File: src/rtl/pipe_stall_arbiter_if.sv
// Handshake bundle between two pipeline output stages, the shared consumer and the arbiter.
// The slave modport is the arbiter; master is the pipeline/consumer side.
interface pipe_stall_arbiter_if #(
  parameter int unsigned DATA_W = 32,
  parameter int unsigned CNT_W  = 16
);
  logic [DATA_W-1:0] p1_data;
  logic [DATA_W-1:0] p2_data;
  logic [1:0]        p_valid;
  logic              out_ready;
  logic [DATA_W-1:0] out_data;
  logic              out_valid;
  logic              out_src;
  logic              global_stall;
  logic [CNT_W-1:0]  stall_count;

  modport master (
    output p1_data, p2_data, p_valid, out_ready,
    input  out_data, out_valid, out_src, global_stall, stall_count
  );

  modport slave (
    input  p1_data, p2_data, p_valid, out_ready,
    output out_data, out_valid, out_src, global_stall, stall_count
  );
endinterface

File: src/rtl/pipe_stall_arbiter.sv
// Two one-entry lane buffers drained round-robin into one consumer port; raises global_stall
// whenever the buffers cannot absorb a new result this cycle and counts stalled cycles.
module pipe_stall_arbiter #(
  parameter int unsigned DATA_W = 32,
  parameter int unsigned CNT_W  = 16
) (
  input  logic                clk,
  input  logic                reset,
  pipe_stall_arbiter_if.slave bus
);

  typedef enum logic {StIdle, StBusy} state_e;

  localparam logic [CNT_W-1:0] CntMax = {CNT_W{1'b1}};

  state_e            r_state;
  logic [1:0]        r_buf_full;
  logic [DATA_W-1:0] r_buf_data0;
  logic [DATA_W-1:0] r_buf_data1;
  logic              r_last_grant;
  logic [CNT_W-1:0]  r_stall_count;

  logic              w_sel;
  logic              w_out_valid;
  logic              w_stall;
  logic              w_drain;
  logic [1:0]        w_cap;
  logic [1:0]        w_full_nxt;

  always_comb begin
    case (r_buf_full)
      2'b01:   w_sel = 1'b0;
      2'b10:   w_sel = 1'b1;
      2'b11:   w_sel = ~r_last_grant;
      default: w_sel = 1'b0;
    endcase
    w_out_valid = |r_buf_full;
    // One free slot is only usable if the full one drains this cycle.
    w_stall     = (&r_buf_full) | ((^r_buf_full) & ~bus.out_ready);
    w_drain     = w_out_valid & bus.out_ready;
    w_cap       = w_stall ? 2'b00 : bus.p_valid;
    w_full_nxt  = r_buf_full;
    if (w_drain) w_full_nxt[w_sel] = 1'b0;
    // Capture overrides a same-lane drain.
    w_full_nxt  = w_full_nxt | w_cap;
  end

  assign bus.out_valid    = w_out_valid;
  assign bus.out_data     = !w_out_valid ? '0 : (w_sel ? r_buf_data1 : r_buf_data0);
  assign bus.out_src      = w_sel;
  assign bus.global_stall = w_stall;
  assign bus.stall_count  = r_stall_count;

  always_ff @(posedge clk or posedge reset) begin
    if (reset) begin
      r_state       <= StIdle;
      r_buf_full    <= 2'b00;
      r_buf_data0   <= '0;
      r_buf_data1   <= '0;
      r_last_grant  <= 1'b0;
      r_stall_count <= '0;
    end else begin
      r_buf_full <= w_full_nxt;
      if (w_cap[0]) r_buf_data0 <= bus.p1_data;
      if (w_cap[1]) r_buf_data1 <= bus.p2_data;
      if (w_drain) r_last_grant <= w_sel;
      if (w_stall && (r_stall_count != CntMax)) r_stall_count <= r_stall_count + 1'b1;
      case (r_state)
        StIdle:  if (|w_cap) r_state <= StBusy;
        StBusy:  if (w_full_nxt == 2'b00) r_state <= StIdle;
        default: r_state <= StIdle;
      endcase
    end
  end

endmodule

File: src/flat_wrapper.sv
// flat-port wrapper written by rule: the top's interface ports become plain ports
module pipe_stall_arbiter_flat 
#(
  parameter int unsigned DATA_W = 32,
  parameter int unsigned CNT_W  = 16
)
  (clk, reset, bus_p1_data, bus_p2_data, bus_p_valid, bus_out_ready, bus_out_data, bus_out_valid, bus_out_src, bus_global_stall, bus_stall_count);
  pipe_stall_arbiter_if #(.DATA_W(DATA_W), .CNT_W(CNT_W)) bus_i ();
  input  logic clk;
  input  logic reset;
  input wire logic [$bits(bus_i.p1_data)-1:0] bus_p1_data;
  input wire logic [$bits(bus_i.p2_data)-1:0] bus_p2_data;
  input wire logic [$bits(bus_i.p_valid)-1:0] bus_p_valid;
  input wire logic [$bits(bus_i.out_ready)-1:0] bus_out_ready;
  output wire logic [$bits(bus_i.out_data)-1:0] bus_out_data;
  output wire logic [$bits(bus_i.out_valid)-1:0] bus_out_valid;
  output wire logic [$bits(bus_i.out_src)-1:0] bus_out_src;
  output wire logic [$bits(bus_i.global_stall)-1:0] bus_global_stall;
  output wire logic [$bits(bus_i.stall_count)-1:0] bus_stall_count;
  assign bus_i.p1_data = bus_p1_data;
  assign bus_i.p2_data = bus_p2_data;
  assign bus_i.p_valid = bus_p_valid;
  assign bus_i.out_ready = bus_out_ready;
  assign bus_out_data = bus_i.out_data;
  assign bus_out_valid = bus_i.out_valid;
  assign bus_out_src = bus_i.out_src;
  assign bus_global_stall = bus_i.global_stall;
  assign bus_stall_count = bus_i.stall_count;
  pipe_stall_arbiter #(.DATA_W(DATA_W), .CNT_W(CNT_W)) u_core (.clk(clk), .reset(reset), .bus(bus_i));
endmodule
File: config.mk
export PLATFORM = sky130hd
export DESIGN_NAME = pipe_stall_arbiter_flat
export DESIGN_NICKNAME = d
export VERILOG_FILES = /design/src/rtl/pipe_stall_arbiter_if.sv /design/src/rtl/pipe_stall_arbiter.sv /design/src/flat_wrapper.sv
export SDC_FILE = /design/constraint.sdc
export NUM_CORES = 1
export LEC_CHECK = 0
export BUFFER_PORTS_ARGS = -buffer_cell sky130_fd_sc_hd__buf_2
export CAP_MARGIN = 0
export CORE_MARGIN = 1
export CORE_UTILIZATION = 52
export DETAILED_ROUTE_END_ITERATION = 7
export GPL_TIMING_DRIVEN = 0
export PLACE_DENSITY = 0.88
export RECOVER_POWER = 25
export SETUP_SLACK_MARGIN = 0.5
export SLEW_MARGIN = 40
export SYNTH_ARGS = -nofsm -noshare
export SYNTH_HDL_FRONTEND = slang
export SYNTH_SLANG_ARGS = --single-unit
export TNS_END_PERCENT = 10
File: constraint.sdc
create_clock -name clk -period 3 [get_ports clk]
set_input_delay 0.6 -clock clk [delete_from_list [all_inputs] [get_ports clk]]
set_output_delay 0.6 -clock clk [all_outputs]
set_load 0.05 [all_outputs]
==> key figures, run 1 <==
Die
  – Core area: 0.00769 mm²
  – # rows: 32
  – Io pins: 120
  – Die Y-Extent: 90.9 µm
  – Die ar.: 0.00827 mm²
  – Die X: 90.9 µm
  – Starting Density: 53.5%

Detailed routing
  – Initial DRC count: 65
  – DRT Pass-1 Iters: 4
  – Vias: 3026
  – Routed Antenna Nets: 0
  – WL/cell: 16.1 µm
  – Vias per cell: 5.21
  – Post-Route WL: 9.34 mm
  – Detailed-route DRC error count: 0

Final layout
  – Storage element area: 0.00208 mm²
  – Fraction of layout cells with a size suffix above 1: 53.4%
  – Most common cell after layout, fill and taps aside: buf_2
  – Fill cells: 567
  – Antenna Cells: 0
  – Most frequent cells in the layout: buf_2 (88), dfrtp_1 (82), nand2_1 (68)
  – Nets: 547
  – Area grow syn2layout: 31.8%
  – Multi-input logic area: 0.00194 mm²

Placed design
  – Post-DP HPWL: 6.75 mm
  – Port buffer count: 119
  – Final GP Congestion: 0.730

Synthesis
  – Mean area per synthesized cell: 12.2 µm²
  – Ys flop type: dfrtp_1
  – Synthesized area: 0.00411 mm²
  – Register bit count reported by yosys: 83
  – Asr flop ratio synth: 100%
  – Yosys cell types: 34
  – EDFF count, synth: 0
  – Syn Nets: 409
  – YS warnings: 0
  – Syn Inst Count: 336
  – Sequential-to-total area share from yosys stat: 50.5%

Min path
  – Worst Hold Class: in -> async

Clocking
  – Clock Sinks: 83
  – Root Driver: clkbuf_8
  – CTS tree: done
  – H-tree levels: 3
  – Worst skew pair latency: 350 ps
  – Clk slew on worst S/H paths: 90 ps
  – CTS Hold Buffers Added: 0
  – CTS Buf Count: 9
  – Clock tree buffer depth: 2

STA
  – Period utilisation layout: 82.7%
  – # setup viols final: 0
  – Setup TNS: 0 ps
  – Max_slew headroom: 9.94%
  – Fin. Hold Viols: 0
  – Slew Viols, Final: 0
  – Fmax: 0.403 GHz
  – Worst Tran Pin Value: 1350 ps
  – Hold WS: 260 ps
  – Clock skew: 11.4 ps
  – RSZ-0062 raised after global routing: true
  – Minimum clock period: 2480 ps

Setup path
  – Worst R2R Path Depth: 8
  – Reg2reg start: u_core.r_buf_full[0]$_DFF_PP0_
  – Critical Path RT: 2400 ps
  – Critical path type: reg -> out
  – Setup slack, reg-to-reg: 1020 ps
  – Critical-path maximum fanout: 7
  – WP data arrival: 1880 ps
  – Worst setup EP type: primary output
  – FF-to-FF End: u_core.r_buf_data1[19]$_DFFE_PP0P_
  – Critical path launch point: u_core.r_buf_full[0]$_DFF_PP0_
  – Worst setup SP type: register

GRT
  – Grt total ovfl: 0
  – Gr usage total: 23.9%
  – Global-route wire length before repair: 15.4 mm
  – Largest net degree at the start of global routing: 23
  – Initial antenna violation count: 0
  – Vias in the first global route: 3233

Run
  – Total of max-cap violations: 0

Run status
  – Status: completed
critical path: stages, from the launching register on:
cell,delay [ps]
dfrtp_1,420
inv_2,70
ha_2,190
a21oi_4,130
buf_12,150
clkbuf_8,140
nand2_1,50
a21oi_1,160
buf_4,230
area by class of cell:
type	count	share of cell area, %
well taps	102	2.35
plain buffers	18	3.55
inverters	8	0.669
clock inverters	6	1.59
multi-input cells	227	35.8
repair buffers	127	15.1
flip-flops and latches	83	38.3
clock buffers	10	2.54
state kept, by name (all words and copies together) (netlist names):
signal,count
u_core.r_last_grant,1
u_core.bus.stall_count,16
u_core.r_buf_data1,32
u_core.r_buf_full,2
u_core.r_buf_data0,32
timing repair:
action / CTS / global route
resized for setup: 56 / 25
endpoints found under the hold margin: 0 / 0
pin swaps: 1 / 1
setup buffers: 3 / 0
cloned: 1 / 0
endpoints found under the setup margin: 33 / 32
worst max path at each step:
stage,to,slack (ps),depth (start not counted)
after floorplan,bus_out_data[22],310,6
after global placement,bus_out_data[13],400,6
after detailed placement,bus_out_data[21],370,6
after CTS,bus_out_data[21],500,8
after global routing,bus_out_data[0],420,9
final,bus_out_data[1],520,8
cells in the mapped netlist, drive strengths merged, types with 5 or more instances:
cell type | instances | area share [%]
a21oi | 36 | 4.5
and4 | 5 | 1.2
buf | 11 | 2.6
clkbuf | 7 | 0.64
dfrtp | 83 | 51
inv | 7 | 0.64
mux2 | 65 | 23
nand2 | 68 | 6.2
xor2 | 10 | 2.1
metrics by stage:
stage | setup WS, ps | utilization (%) | area, µm² | cells
CTS | 501 | 69.9 | 5380 | 581
finish | 519 | 70.5 | 5420 | 581
global route | 424 | 70.5 | 5420 | 581
detailed placement | 367 | 64.4 | 4950 | 561
floorplan | 314 | - | 4120 | 336
global placement | 399 | 63.0 | 4840 | 557
routing by layer:
metal  GRT usage, %  vias to the layer above  part of all wire, %
met5              0                        -                    0
met4           7.80                        0                  1.2
met3           4.77                       14                  4.5
met2           41.7                       97                   51
met1           29.7                     1487                   43
li1               -                     1428                    -
logic make-up after synthesis:
kind of cell               share of synthesized area, %
buffers and inverters                              3.92
AOI/OAI and AO/OA                                  5.75
adders and majority gates                          1.22
muxes                                              23.2
and+or+nand+nor                                    12.4
xor gates and xnor gates                           2.98
DFF                                                50.5
Power of run 1 is not shown: default switching activity piles up to over one toggle a cycle in this logic, so the estimate is an artifact.
==> run 2, diff against run 1 <==
- CORE_UTILIZATION: 52 -> 47
- PLACE_DENSITY: 0.88 -> 0.84
- clock period: 3 -> 2.2 ns (I/O delays scaled with it)
==> run 2 against run 1 <==
The run now ends with negative setup slack left. Clock-buffer cell count shrank 1. Routed wire length rose by 6.1%. Worst hold slack got worse by 110 ps. Sequential share of layout area decreased by 2.4 points. Critical endpoint is now bus_out_data[7]. Critical path type unchanged.
==> key figures, run 2 (same netlist as run 1, synthesis figures left out) <==
Run status
  – Status: finished, violations left
  – Failing checks: negative setup slack

GRT
  – Gr usage total: 23.0%
  – Global-route wire length before repair: 15.9 mm
  – Initial antenna violation count: 0
  – Vias in the first global route: 3175
  – Largest net degree at the start of global routing: 27
  – Grt total ovfl: 0

Detailed routing
  – DRT Pass-1 Iters: 4
  – Detailed-route DRC error count: 0
  – Initial DRC count: 60
  – Vias per cell: 5.20
  – Routed Antenna Nets: 0
  – WL/cell: 16.9 µm
  – Post-Route WL: 9.91 mm
  – Vias: 3054

Setup path
  – WP data arrival: 1910 ps
  – Critical path type: reg -> out
  – Slowest cell on crit path: dfrtp_2
  – Worst stage delay on the critical path: 470 ps
  – Critical-path maximum fanout: 10
  – CP Cell Sequence: ha_4, a21oi_4, buf_12, clkbuf_16, nand2_1, a21oi_2, buf_6
  – Critical Path RT: 1760 ps
  – Worst setup EP type: primary output
  – Worst setup SP type: register

Run
  – Total of max-cap violations: 0

Clocking
  – CTS Buf Count: 9
  – CTS Hold Buffers Added: 0
  – Root Driver: clkbuf_8
  – Clk slew on worst S/H paths: 90 ps
  – Worst skew pair latency: 340 ps
  – CTS tree: done
  – Clock Sinks: 83
  – H-tree levels: 3
  – Clock tree buffer depth: 2

STA
  – Clock skew: 7.31 ps
  – Final WS setup: -146 ps
  – Slew Viols, Final: 0
  – Worst Tran Pin Value: 1360 ps
  – Setup TNS: -3310 ps
  – Fin. Hold Viols: 0
  – # setup viols final: 32
  – Max_slew headroom: 9.21%
  – Minimum clock period: 2350 ps
  – Fmax: 0.426 GHz
  – Hold WS: 147 ps
  – RSZ-0062 raised after global routing: true
  – Period utilisation layout: 107%

Placed design
  – Port buffer count: 119
  – Final GP Congestion: 0.717
  – Post-place setup slack: -273 ps
  – Post-DP HPWL: 6.73 mm
  – Placed Area: 0.00491 mm²

Die
  – # rows: 33
  – Starting Density: 49.3%
  – Die X: 95.5 µm
  – Io pins: 120
  – Die ar.: 0.00913 mm²
  – Core area: 0.00834 mm²
  – Die Y-Extent: 95.5 µm

Min path
  – Worst Hold Class: in -> async

Final layout
  – Area grow syn2layout: 40.4%
  – Antenna Cells: 0
  – Final Cell Area: 0.00578 mm²
  – Most common cell after layout, fill and taps aside: buf_2
  – Nets: 550
  – Fraction of layout cells with a size suffix above 1: 59.8%
  – Most frequent cells in the layout: buf_2 (85), dfrtp_1 (82), mux2_4 (63)
[run 2: cell types whose count changed in the layout (fill, tap and decap cells not counted), sizes merged]
| cell | delta |
|---|---|
| dlymetal6s4s | +1 |
| bufinv | -1 |
| clkinvlp | +1 |
| inv | +1 |
| clkbuf | +1 |
[run 2: worst paths after layout]
kind	start	endpoint	slack [ps]	cells past startpoint
max in group asynchronous	reset	u_core.r_buf_full[1]$_DFF_PP0_	340	3
hold / removal	reset	u_core.r_buf_data1[21]$_DFFE_PP0P_	150	2
hold reg to reg	u_core.bus.stall_count[15]$_DFFE_PP0P_	u_core.bus.stall_count[15]$_DFFE_PP0P_	510	1
min in group clk	bus_p2_data[13]	u_core.r_buf_data1[13]$_DFFE_PP0P_	320	2
setup / recovery	u_core.r_buf_full[1]$_DFF_PP0_	bus_out_data[7]	-150	7
setup reg to reg	u_core.r_buf_full[0]$_DFF_PP0_	u_core.r_buf_data1[26]$_DFFE_PP0P_	160	9
[run 2: final cells by class]
type,instances,area (µm²)
Fill cell,620,2560
Multi-Input combinational cell,227,2090
Sequential cell,83,2080
Timing Repair Buffer,130,910
Buffer,18,324
Tap cell,105,131
Clock buffer,9,124
Clock inverter,7,76.3
Inverter,8,43.8
[run 2: per-stage QoR]
step                      utilization, %  cells
after floorplan                        -    336
after global placement              58.1    560
after detailed placement            58.9    563
after CTS                           68.3    587
after global routing                69.2    587
final                               69.2    587
[run 2: worst max-delay path, delay by kind of cell, from the launching register on]
family	cells	cell delay, ps
and+or+nand+nor	1	70
AOI/OAI and AO/OA	2	330
DFF	1	470
buffers and inverters	3	500
adders and majority gates	1	190
[run 2: metal layers]
layer  wire length, µm  vias to the layer above  global-route usage (%)
li1                  -                     1437                       -
met1              4350                     1535                    29.6
met2              5000                       74                    39.6
met3               487                        8                    4.63
met4                67                        0                    5.85
met5                 0                        -                       0
[run 2: timing repair]
action                                  4_1_cts  5_1_grt
gates cloned                                  1        0
pin swaps                                     8        5
endpoints found under the setup margin      108      115
buffers inserted                              7        0
gates resized for setup                     135       36
Power of run 2 is left out for the same reason.
